### config.mk
export PLATFORM = sky130hd
export DESIGN_NAME = mem_arbiter
export DESIGN_NICKNAME = d
export VERILOG_FILES = /design/src/rtl/mem_arbiter.sv
export SDC_FILE = /design/constraint.sdc
export NUM_CORES = 1
export LEC_CHECK = 0
export ABC_AREA = 1
export CAP_MARGIN = 20
export CORE_ASPECT_RATIO = 1.1
export CORE_MARGIN = 5
export CORE_UTILIZATION = 25
export DETAILED_ROUTE_END_ITERATION = 10
export PLACE_DENSITY = 0.89
export SLEW_MARGIN = 15
export SYNTH_ARGS = -nofsm -noshare
export SYNTH_HDL_FRONTEND = slang
export SYNTH_SLANG_ARGS = --single-unit
### constraint.sdc
create_clock -name clock -period 2.3 [get_ports clock]
set_input_delay 0.69 -clock clock [delete_from_list [all_inputs] [get_ports clock]]
set_output_delay 0.69 -clock clock [all_outputs]
set_load 0.02 [all_outputs]
### src/rtl/mem_arbiter.sv
// Two-master Avalon-MM arbiter in front of the shared mem_if slave port.
// Master 0 is the stimulus reader, master 1 the result/log writer. The grant
// is registered and only moves at transfer boundaries. Round-robin fairness
// is bounded by MAX_HOLD accepts, and a read+write issued together by the
// owner raises a sticky protocol error flag.
//
// state   | meaning
// --------+----------------------------------------------------------
// S_IDLE  | no owner, mem_* driven to zero, both masters stalled
// S_GRANT0| master 0 owns mem_if
// S_GRANT1| master 1 owns mem_if
module mem_arbiter #(
  parameter int ADDR_WIDTH = 20,
  parameter int DATA_WIDTH = 16,
  parameter int BE_WIDTH   = DATA_WIDTH / 8,
  parameter int HOLD_WIDTH = 4,
  parameter int MAX_HOLD   = 8
) (
  input  logic                  clock,
  input  logic                  reset_n,
  input  logic [ADDR_WIDTH-1:0] m0_address,
  input  logic [BE_WIDTH-1:0]   m0_byteenable,
  input  logic                  m0_read,
  input  logic                  m0_write,
  input  logic [DATA_WIDTH-1:0] m0_writedata,
  output logic [DATA_WIDTH-1:0] m0_readdata,
  output logic                  m0_waitrequest,
  input  logic [ADDR_WIDTH-1:0] m1_address,
  input  logic [BE_WIDTH-1:0]   m1_byteenable,
  input  logic                  m1_read,
  input  logic                  m1_write,
  input  logic [DATA_WIDTH-1:0] m1_writedata,
  output logic [DATA_WIDTH-1:0] m1_readdata,
  output logic                  m1_waitrequest,
  output logic [ADDR_WIDTH-1:0] mem_address,
  output logic [BE_WIDTH-1:0]   mem_byteenable,
  output logic                  mem_read,
  output logic                  mem_write,
  output logic [DATA_WIDTH-1:0] mem_writedata,
  input  logic [DATA_WIDTH-1:0] mem_readdata,
  input  logic                  mem_waitrequest,
  output logic [1:0]            grant,
  output logic                  protocol_err
);

  typedef enum logic [1:0] {
    S_IDLE   = 2'd0,
    S_GRANT0 = 2'd1,
    S_GRANT1 = 2'd2
  } state_t;

  localparam logic [HOLD_WIDTH:0]   MAX_HOLD_W = (HOLD_WIDTH + 1)'(MAX_HOLD);
  localparam logic [HOLD_WIDTH:0]   ONE_W      = (HOLD_WIDTH + 1)'(1);
  localparam logic [HOLD_WIDTH-1:0] HOLD_SAT   = '1;

  state_t                state_q, state_d;
  logic                  last_q, last_d;
  logic [HOLD_WIDTH-1:0] hold_q, hold_d;
  logic                  perr_q, perr_d;

  logic                  req0, req1;
  logic                  own_id, own_req, oth_req, own_rw_both, granted;
  logic [HOLD_WIDTH:0]   hold_inc;

  assign req0        = m0_read | m0_write;
  assign req1        = m1_read | m1_write;
  assign granted     = (state_q != S_IDLE);
  assign own_id      = (state_q == S_GRANT1);
  assign own_req     = own_id ? req1 : req0;
  assign oth_req     = own_id ? req0 : req1;
  assign own_rw_both = own_id ? (m1_read & m1_write) : (m0_read & m0_write);
  // One extra bit so the MAX_HOLD compare cannot wrap at the saturation value.
  assign hold_inc    = {1'b0, hold_q} + ONE_W;

  // State, round-robin history, hold counter and sticky error register.
  always_ff @(posedge clock or negedge reset_n) begin
    if (!reset_n) begin
      state_q <= S_IDLE;
      last_q  <= 1'b1;
      hold_q  <= '0;
      perr_q  <= 1'b0;
    end else begin
      state_q <= state_d;
      last_q  <= last_d;
      hold_q  <= hold_d;
      perr_q  <= perr_d;
    end
  end

  // Next-state: grant moves only on accept (hold expired) or owner drop.
  always_comb begin
    state_d = state_q;
    last_d  = last_q;
    hold_d  = hold_q;
    perr_d  = perr_q | (granted & own_rw_both);
    case (state_q)
      S_IDLE: begin
        if (req0 && req1) begin
          state_d = last_q ? S_GRANT0 : S_GRANT1;
        end else if (req0) begin
          state_d = S_GRANT0;
        end else if (req1) begin
          state_d = S_GRANT1;
        end
      end
      S_GRANT0, S_GRANT1: begin
        if (own_req) begin
          if (!mem_waitrequest) begin
            if (oth_req && (hold_inc >= MAX_HOLD_W)) begin
              state_d = own_id ? S_GRANT0 : S_GRANT1;
              hold_d  = '0;
              last_d  = own_id;
            end else if (hold_q != HOLD_SAT) begin
              hold_d = hold_inc[HOLD_WIDTH-1:0];
            end
          end
        end else begin
          hold_d  = '0;
          last_d  = own_id;
          state_d = oth_req ? (own_id ? S_GRANT0 : S_GRANT1) : S_IDLE;
        end
      end
      default: state_d = S_IDLE;
    endcase
  end

  // Bus mux from the registered grant; idle drives zeros and stalls both.
  always_comb begin
    mem_address    = '0;
    mem_byteenable = '0;
    mem_read       = 1'b0;
    mem_write      = 1'b0;
    mem_writedata  = '0;
    m0_waitrequest = 1'b1;
    m1_waitrequest = 1'b1;
    case (state_q)
      S_GRANT0: begin
        mem_address    = m0_address;
        mem_byteenable = m0_byteenable;
        mem_read       = m0_read;
        mem_write      = m0_write;
        mem_writedata  = m0_writedata;
        m0_waitrequest = mem_waitrequest;
      end
      S_GRANT1: begin
        mem_address    = m1_address;
        mem_byteenable = m1_byteenable;
        mem_read       = m1_read;
        mem_write      = m1_write;
        mem_writedata  = m1_writedata;
        m1_waitrequest = mem_waitrequest;
      end
      default: ;
    endcase
  end

  assign grant        = {state_q == S_GRANT1, state_q == S_GRANT0};
  assign protocol_err = perr_q;
  assign m0_readdata  = mem_readdata;
  assign m1_readdata  = mem_readdata;

endmodule

==> run_results.csv, run 1 <==
group,metric,value,unit
worst_setup_path,crit_family,"buffers and inverters",
logic_synthesis,ys_ff_latch,8,
global_routing,grt_first_pass_wirelength,8330,microns
run_status,run_status,"finished clean",
global_routing,globalRouteTotalUtil,14.7,%
sta,whs,470,ps
worst_setup_path,rr_startpoint,"state_q[1]",
worst_setup_path,crit_fanout,7,
final_layout,n_antenna_cell,0,
final_layout,nets,394,
clocking,clock_path_buffers,2,
sta,max_freq,0.435,GHz
floorplanning,dieWidth,79.5,microns
route,drt_iter0_drc,62,
floorplanning,die_y,86.5,microns
place,portBuffers,127,
worst_setup_path,max_stage_delay,400,ps
logic_synthesis,syn-cell-area,1330,sq um
clocking,cts_tree,"done",
sta,slew_headroom,75.3,%
sta,drv_slew,0,
sta,fin_crit_sh,99.9,%
route,vias_per_cell,5.16,
sta,period_needed,2300,ps
power_and_ir_drop,vdd_drop_max,0.000534,V
final_layout,final_area,2820,sq um
worst_setup_path,cp-start-kind,"flip-flop",
min_path,hold_start,"protocol_err",
min_path,hold_depth,2,
place,dpl.hpwl,4180,microns
min_path,worstHoldPathType,"flip-flop to flip-flop",
sta,hold_viol_final,0,
worst_setup_path,rr_endpoint,"state_q[0]",
global_routing,grt_antenna_before_repair,0,
flow_run,maxCapViolCount,0,
worst_setup_path,worstPathCellList,"inv_2 -> ha_4 -> nand2_4 -> inv_8 -> clkbuf_16 -> a32o_1 -> buf_6",
power_and_ir_drop,cellPowerDensity,1160,nW/um^2
route,ant_nets,0,
route,wl_per_cell,16.1,microns
route,routed_wl,5580,microns
clocking,path_clk_slew,50,ps
route,drc,0,
worst_setup_path,critPathKind,"flip-flop to output pin",
sta,worstMarginPinSlew,369,ps
global_routing,grt_pass1_vias,1850,
power_and_ir_drop,p_leak,1.29,nW
logic_synthesis,yosysUniqueCellTypes,24,
logic_synthesis,syn_area_per_cell,7.47,sq um
min_path,holdPathEnd,"protocol_err",
worst_setup_path,worst-r2r-setup-slack,600,ps
clocking,cts-root-buf,"clkbuf_8",
floorplanning,ioPinCount,176,
clocking,cts.sinks,8,
place,gp_congestion,0.819,
sta,finalSetupViolations,0,
place,place_ws,-406,ps
final_layout,drive_gt1_share,32.3,%
route,via_count,1784,
sta,fin_worst_skew,12.3,ps
clocking,postCtsHoldBufs,0,
power_and_ir_drop,finalPower,3.28,mW
logic_synthesis,ys_warn_count,0,
clocking,numCtsBuffers,3,
worst_setup_path,critPathBufInv,4,
sta,rsz0062_at_grt,"true",
floorplanning,dieArea,6870,sq um
final_layout,areaGrowthSynthToFinish,112,%
sta,fin_tns_setup,0,ps
global_routing,grt_max_degree,23,
clocking,clock_latency,240,ps
final_layout,fillers,429,
logic_synthesis,synth_cells,178,
floorplanning,row_count,27,
worst_setup_path,end_kind,"output pin",
logic_synthesis,ys_seq_area_share,15.2,%
logic_synthesis,syn_nets,283,
floorplanning,initial_core_util,26.2,%
global_routing,gr-total-overflow,0,
worst_setup_path,r2r_cells,11,
sta,fin_ws,1.53,ps
worst_setup_path,required,1610,ps
worst_setup_path,crit_slowest_cell,"dfrtp_1",
worst_setup_path,cp.arrival,1610,ps
place,dpl_cell_area,2560,sq um
floorplanning,core-area,5070,sq um
route,drtPass1Iterations,4,
clocking,h-tree-depth,1,
placed cells by master (no fill, tap or decap), types with 3 or more instances in the layout:
cell,instances
dfrtp_1,7
buf_12,5
nand2_1,31
inv_1,14
o21ai_0,5
a32o_1,27
a21oi_1,4
a32o_2,11
ha_1,3
buf_4,16
clkdlybuf4s50_1,83
clkbuf_8,3
nand3_1,10
buf_6,42
ha_4,3
nand4_1,3
per-layer routing:
layer | vias to the layer above | track usage (%) | wire [microns]
li1 | 849 | - | -
met1 | 811 | 16.5 | 2190
met2 | 112 | 26.8 | 2730
met3 | 12 | 4.26 | 575
met4 | 0 | 3.91 | 82
met5 | - | 0 | 0
final cells by class:
class | count | area [sq um] | area share [%]
Timing Repair Buffer | 152 | 1600 | 56.9
Inverter | 17 | 71.3 | 2.53
Sequential cell | 8 | 201 | 7.14
Clock buffer | 4 | 45.0 | 1.60
Multi-Input combinational cell | 107 | 826 | 29.3
Tap cell | 58 | 72.6 | 2.57
how the worst max path moves through the flow:
stage,from,to,cells past startpoint
finish,state_q[1],mem_address[1],7
global route,state_q[1],mem_read,7
CTS,state_q[0],mem_writedata[9],8
detailed placement,m1_write,mem_write,4
global placement,m1_read,mem_read,4
floorplan,state_q[0],mem_read,6
sequential cells by signal (all words and copies together) (netlist names):
register      flops
hold_q            4
state_q           2
last_q            1
protocol_err      1
cells in the mapped netlist:
master | n | area share [%]
a21oi_1 | 4 | 1.5
a32o_1 | 38 | 29
buf_1 | 1 | 0.28
buf_2 | 4 | 1.5
buf_4 | 33 | 19
buf_6 | 1 | 0.85
clkbuf_1 | 7 | 2.0
dfrtp_1 | 7 | 13
dfstp_2 | 1 | 2.0
ha_1 | 6 | 5.6
inv_1 | 16 | 4.5
inv_2 | 1 | 0.28
nand2_1 | 32 | 9.0
nand3_1 | 10 | 3.8
nand4_1 | 3 | 1.4
nor2_1 | 1 | 0.28
nor2_4 | 1 | 0.85
o211ai_1 | 1 | 0.57
o21ai_0 | 5 | 1.9
o21ai_1 | 1 | 0.38
o21ai_2 | 1 | 0.66
o22ai_1 | 2 | 0.94
o31ai_1 | 1 | 0.57
xor2_1 | 1 | 0.66
repair_timing:
action                     in CTS  in global routing
cloned                          2                  1
setup buffers                   2                  1
pin swaps                       3                  3
setup endpoints to repair      44                 43
resized for setup             217                 60
power by group:
part,leakage [nW],internal [mW],switching [mW]
clock,0.0228,0.121,0.0620
combinational,1.17,1.44,1.41
sequential,0.0976,0.196,0.0488
logic make-up (layout without fill, tap and decap cells):
kind of cell    Yosys count  in the layout  share of synthesized area [%]
simple gates             47             47                           15.3
xor+xnor                  1              1                          0.659
buf+inv                  63            173                           28.1
flops                     8              8                           15.2
compound gates           53             53                           35.1
fa+ha+maj                 6              6                           5.65
worst reg2reg max path: stages, from the launching register on:
cell     delay [ps]
dfrtp_1         400
buf_6           130
ha_4            160
buf_4           150
inv_1           140
nand2_1          70
o21ai_1          70
nand2_1         100
nand3_1         130
nand3_1         110
nand2_1          70
nand2_1          50
through the flow:
stage               utilization (%)  cells
floorplan                         -    178
global placement               50.6    337
detailed placement             50.6    337
CTS                            52.4    345
global route                   55.7    346
finish                         55.7    346
Power figures use the tool's default switching activity.
==> run 2: changes to the inputs <==
CORE_AREA = 5 5 65 67   (was not set)
CORE_ASPECT_RATIO = not set   (was 1.1)
CORE_MARGIN = not set   (was 5)
CORE_UTILIZATION = not set   (was 25)
DIE_AREA = 0 0 70 72   (was not set)
DONT_BUFFER_PORTS = 1   (was not set)
PLACE_DENSITY = 0.6   (was 0.89)
==> run 2 against run 1 <==
Clock skew down 10 ps. Final cell count down 43%. Largest power group unchanged. Wire length down 25%. Global-route usage up 0.14 points. Register-to-register slack worse by 120 ps. Critical endpoint is now mem_writedata[6].
==> run_results.csv, run 2 (same netlist as run 1, synthesis figures left out) <==
group,metric,value,unit
floorplanning,ioPinCount,176,
route,drc,0,
power_and_ir_drop,p_leak,0.745,nW
final_layout,n_antenna_cell,0,
route,drtPass1Iterations,4,
min_path,worstHoldPathType,"input port to async pin",
route,via_count,1220,
worst_setup_path,cp-start-kind,"flip-flop",
worst_setup_path,critPathKind,"flip-flop to output pin",
worst_setup_path,rr_endpoint,"hold_q[0]",
worst_setup_path,required,1610,ps
final_layout,top_regs,"hold_q: 4 flops, state_q: 2 flops",
worst_setup_path,end_kind,"output pin",
global_routing,grt_first_pass_wirelength,6150,microns
final_layout,final_cell_mix,"38 x a32o_2, 31 x nand2_1, 15 x inv_1",
worst_setup_path,max_stage_delay,400,ps
final_layout,top_register,"hold_q",
global_routing,grt_antenna_before_repair,0,
worst_setup_path,rr_startpoint,"state_q[1]",
floorplanning,die_y,72,microns
clocking,h-tree-depth,1,
route,wl_per_cell,21.4,microns
sta,hold_viol_final,0,
route,drt_iter0_drc,103,
worst_setup_path,crit_slowest_cell,"dfrtp_1",
sta,slew_headroom,83.0,%
place,dpl_cell_area,1160,sq um
clocking,path_clk_slew,60,ps
worst_setup_path,worstPathCellList,"buf_4 -> ha_2 -> nand2_2 -> inv_2 -> buf_12 -> a32o_2",
global_routing,globalRouteTotalUtil,14.8,%
place,dp_cells,189,
power_and_ir_drop,cellPowerDensity,1630,nW/um^2
clocking,clock_latency,260,ps
global_routing,gr-total-overflow,0,
worst_setup_path,r2r_cells,9,
floorplanning,dieWidth,70,microns
final_layout,nets,254,
final_layout,mostFrequentLayoutCell,"a32o_2",
clocking,cts-root-buf,"clkbuf_4",
clocking,cts_tree,"done",
power_and_ir_drop,vdd_drop_max,0.000484,V
floorplanning,row_count,22,
worst_setup_path,crit_family,"flip-flops",
global_routing,grt_max_degree,40,
sta,drv_slew,0,
sta,fin_crit_sh,98.5,%
route,ant_nets,0,
global_routing,grt_pass1_vias,1132,
floorplanning,core-area,3580,sq um
worst_setup_path,worst-r2r-setup-slack,480,ps
worst_setup_path,crit_fanout,39,
sta,worstMarginPinSlew,255,ps
flow_run,maxCapViolCount,0,
route,vias_per_cell,6.22,
final_layout,areaGrowthSynthToFinish,-2.82,%
place,dpl.hpwl,3410,microns
route,routed_wl,4200,microns
clocking,postCtsHoldBufs,0,
floorplanning,dieArea,5040,sq um
sta,fin_worst_skew,1.87,ps
sta,max_freq,0.441,GHz
place,portBuffers,0,
sta,period_needed,2270,ps
clocking,numCtsBuffers,3,
clocking,clock_path_buffers,2,
worst_setup_path,cp.arrival,1580,ps
final_layout,final_area,1290,sq um
worst_setup_path,critPathBufInv,3,
place,gp_congestion,0.886,
sta,rsz0062_at_grt,"true",
final_layout,final_cells,196,
final_layout,drive_gt1_share,41.9,%
floorplanning,initial_core_util,37.1,%
sta,finalSetupViolations,0,
final_layout,largest_register_ffs,4,
clocking,cts.sinks,8,
run_status,run_status,"finished clean",
[run 2: final cells by class]
cell class	instances	area, sq um
clock buffer	4	26.3
tap	48	60.1
fill	363	2290
timing repair buffer	12	118
sequential	8	201
multi-input combinational	107	822
inverter	17	63.8
[run 2: stage by stage]
stage | setup slack (ps) | hold slack [ps] | total power, mW | util, % | TNS, ps
CTS | 33.5 | 115 | 2.06 | 35.4 | 0
finish | 34.0 | 123 | 2.11 | 36.1 | 0
global route | -27.0 | 104 | 2.27 | 36.1 | -80.8
detailed placement | 145 | 395 | 1.80 | 32.4 | 0
global placement | 199 | 395 | 1.76 | 32.4 | 0
floorplan | 49.5 | 394 | 1.64 | - | 0
[run 2: metal layers]
metal | vias to the layer above | part of all wire, % | routed length, microns | global-route usage, %
li1 | 570 | - | - | -
met4 | 0 | 1.3 | 56 | 5.96
met5 | - | 0 | 0 | 0
met2 | 85 | 52 | 2190 | 24.8
met1 | 549 | 34 | 1440 | 17.2
met3 | 16 | 12 | 508 | 5.68
[run 2: worst max-delay path by stage]
stage	slack, ps	cells past startpoint	endpoint	startpoint
floorplan	50	6	mem_read	state_q[0]
global placement	200	6	mem_writedata[6]	state_q[1]
detailed placement	150	6	mem_writedata[6]	state_q[0]
CTS	30	6	mem_writedata[6]	state_q[0]
global route	-30	6	mem_writedata[6]	state_q[1]
finish	30	6	mem_writedata[6]	state_q[1]
[run 2: report_power, final]
group	internal (mW)	switching, mW	total, mW
clock	0.0666	0.0512	0.118
combinational	0.627	1.12	1.75
sequential	0.196	0.0464	0.242
[run 2: repair_timing]
action | CTS | global route
pin swaps | 0 | 2
buffers inserted | 2 | 1
resized for setup | 41 | 6
setup endpoints to repair | 40 | 40
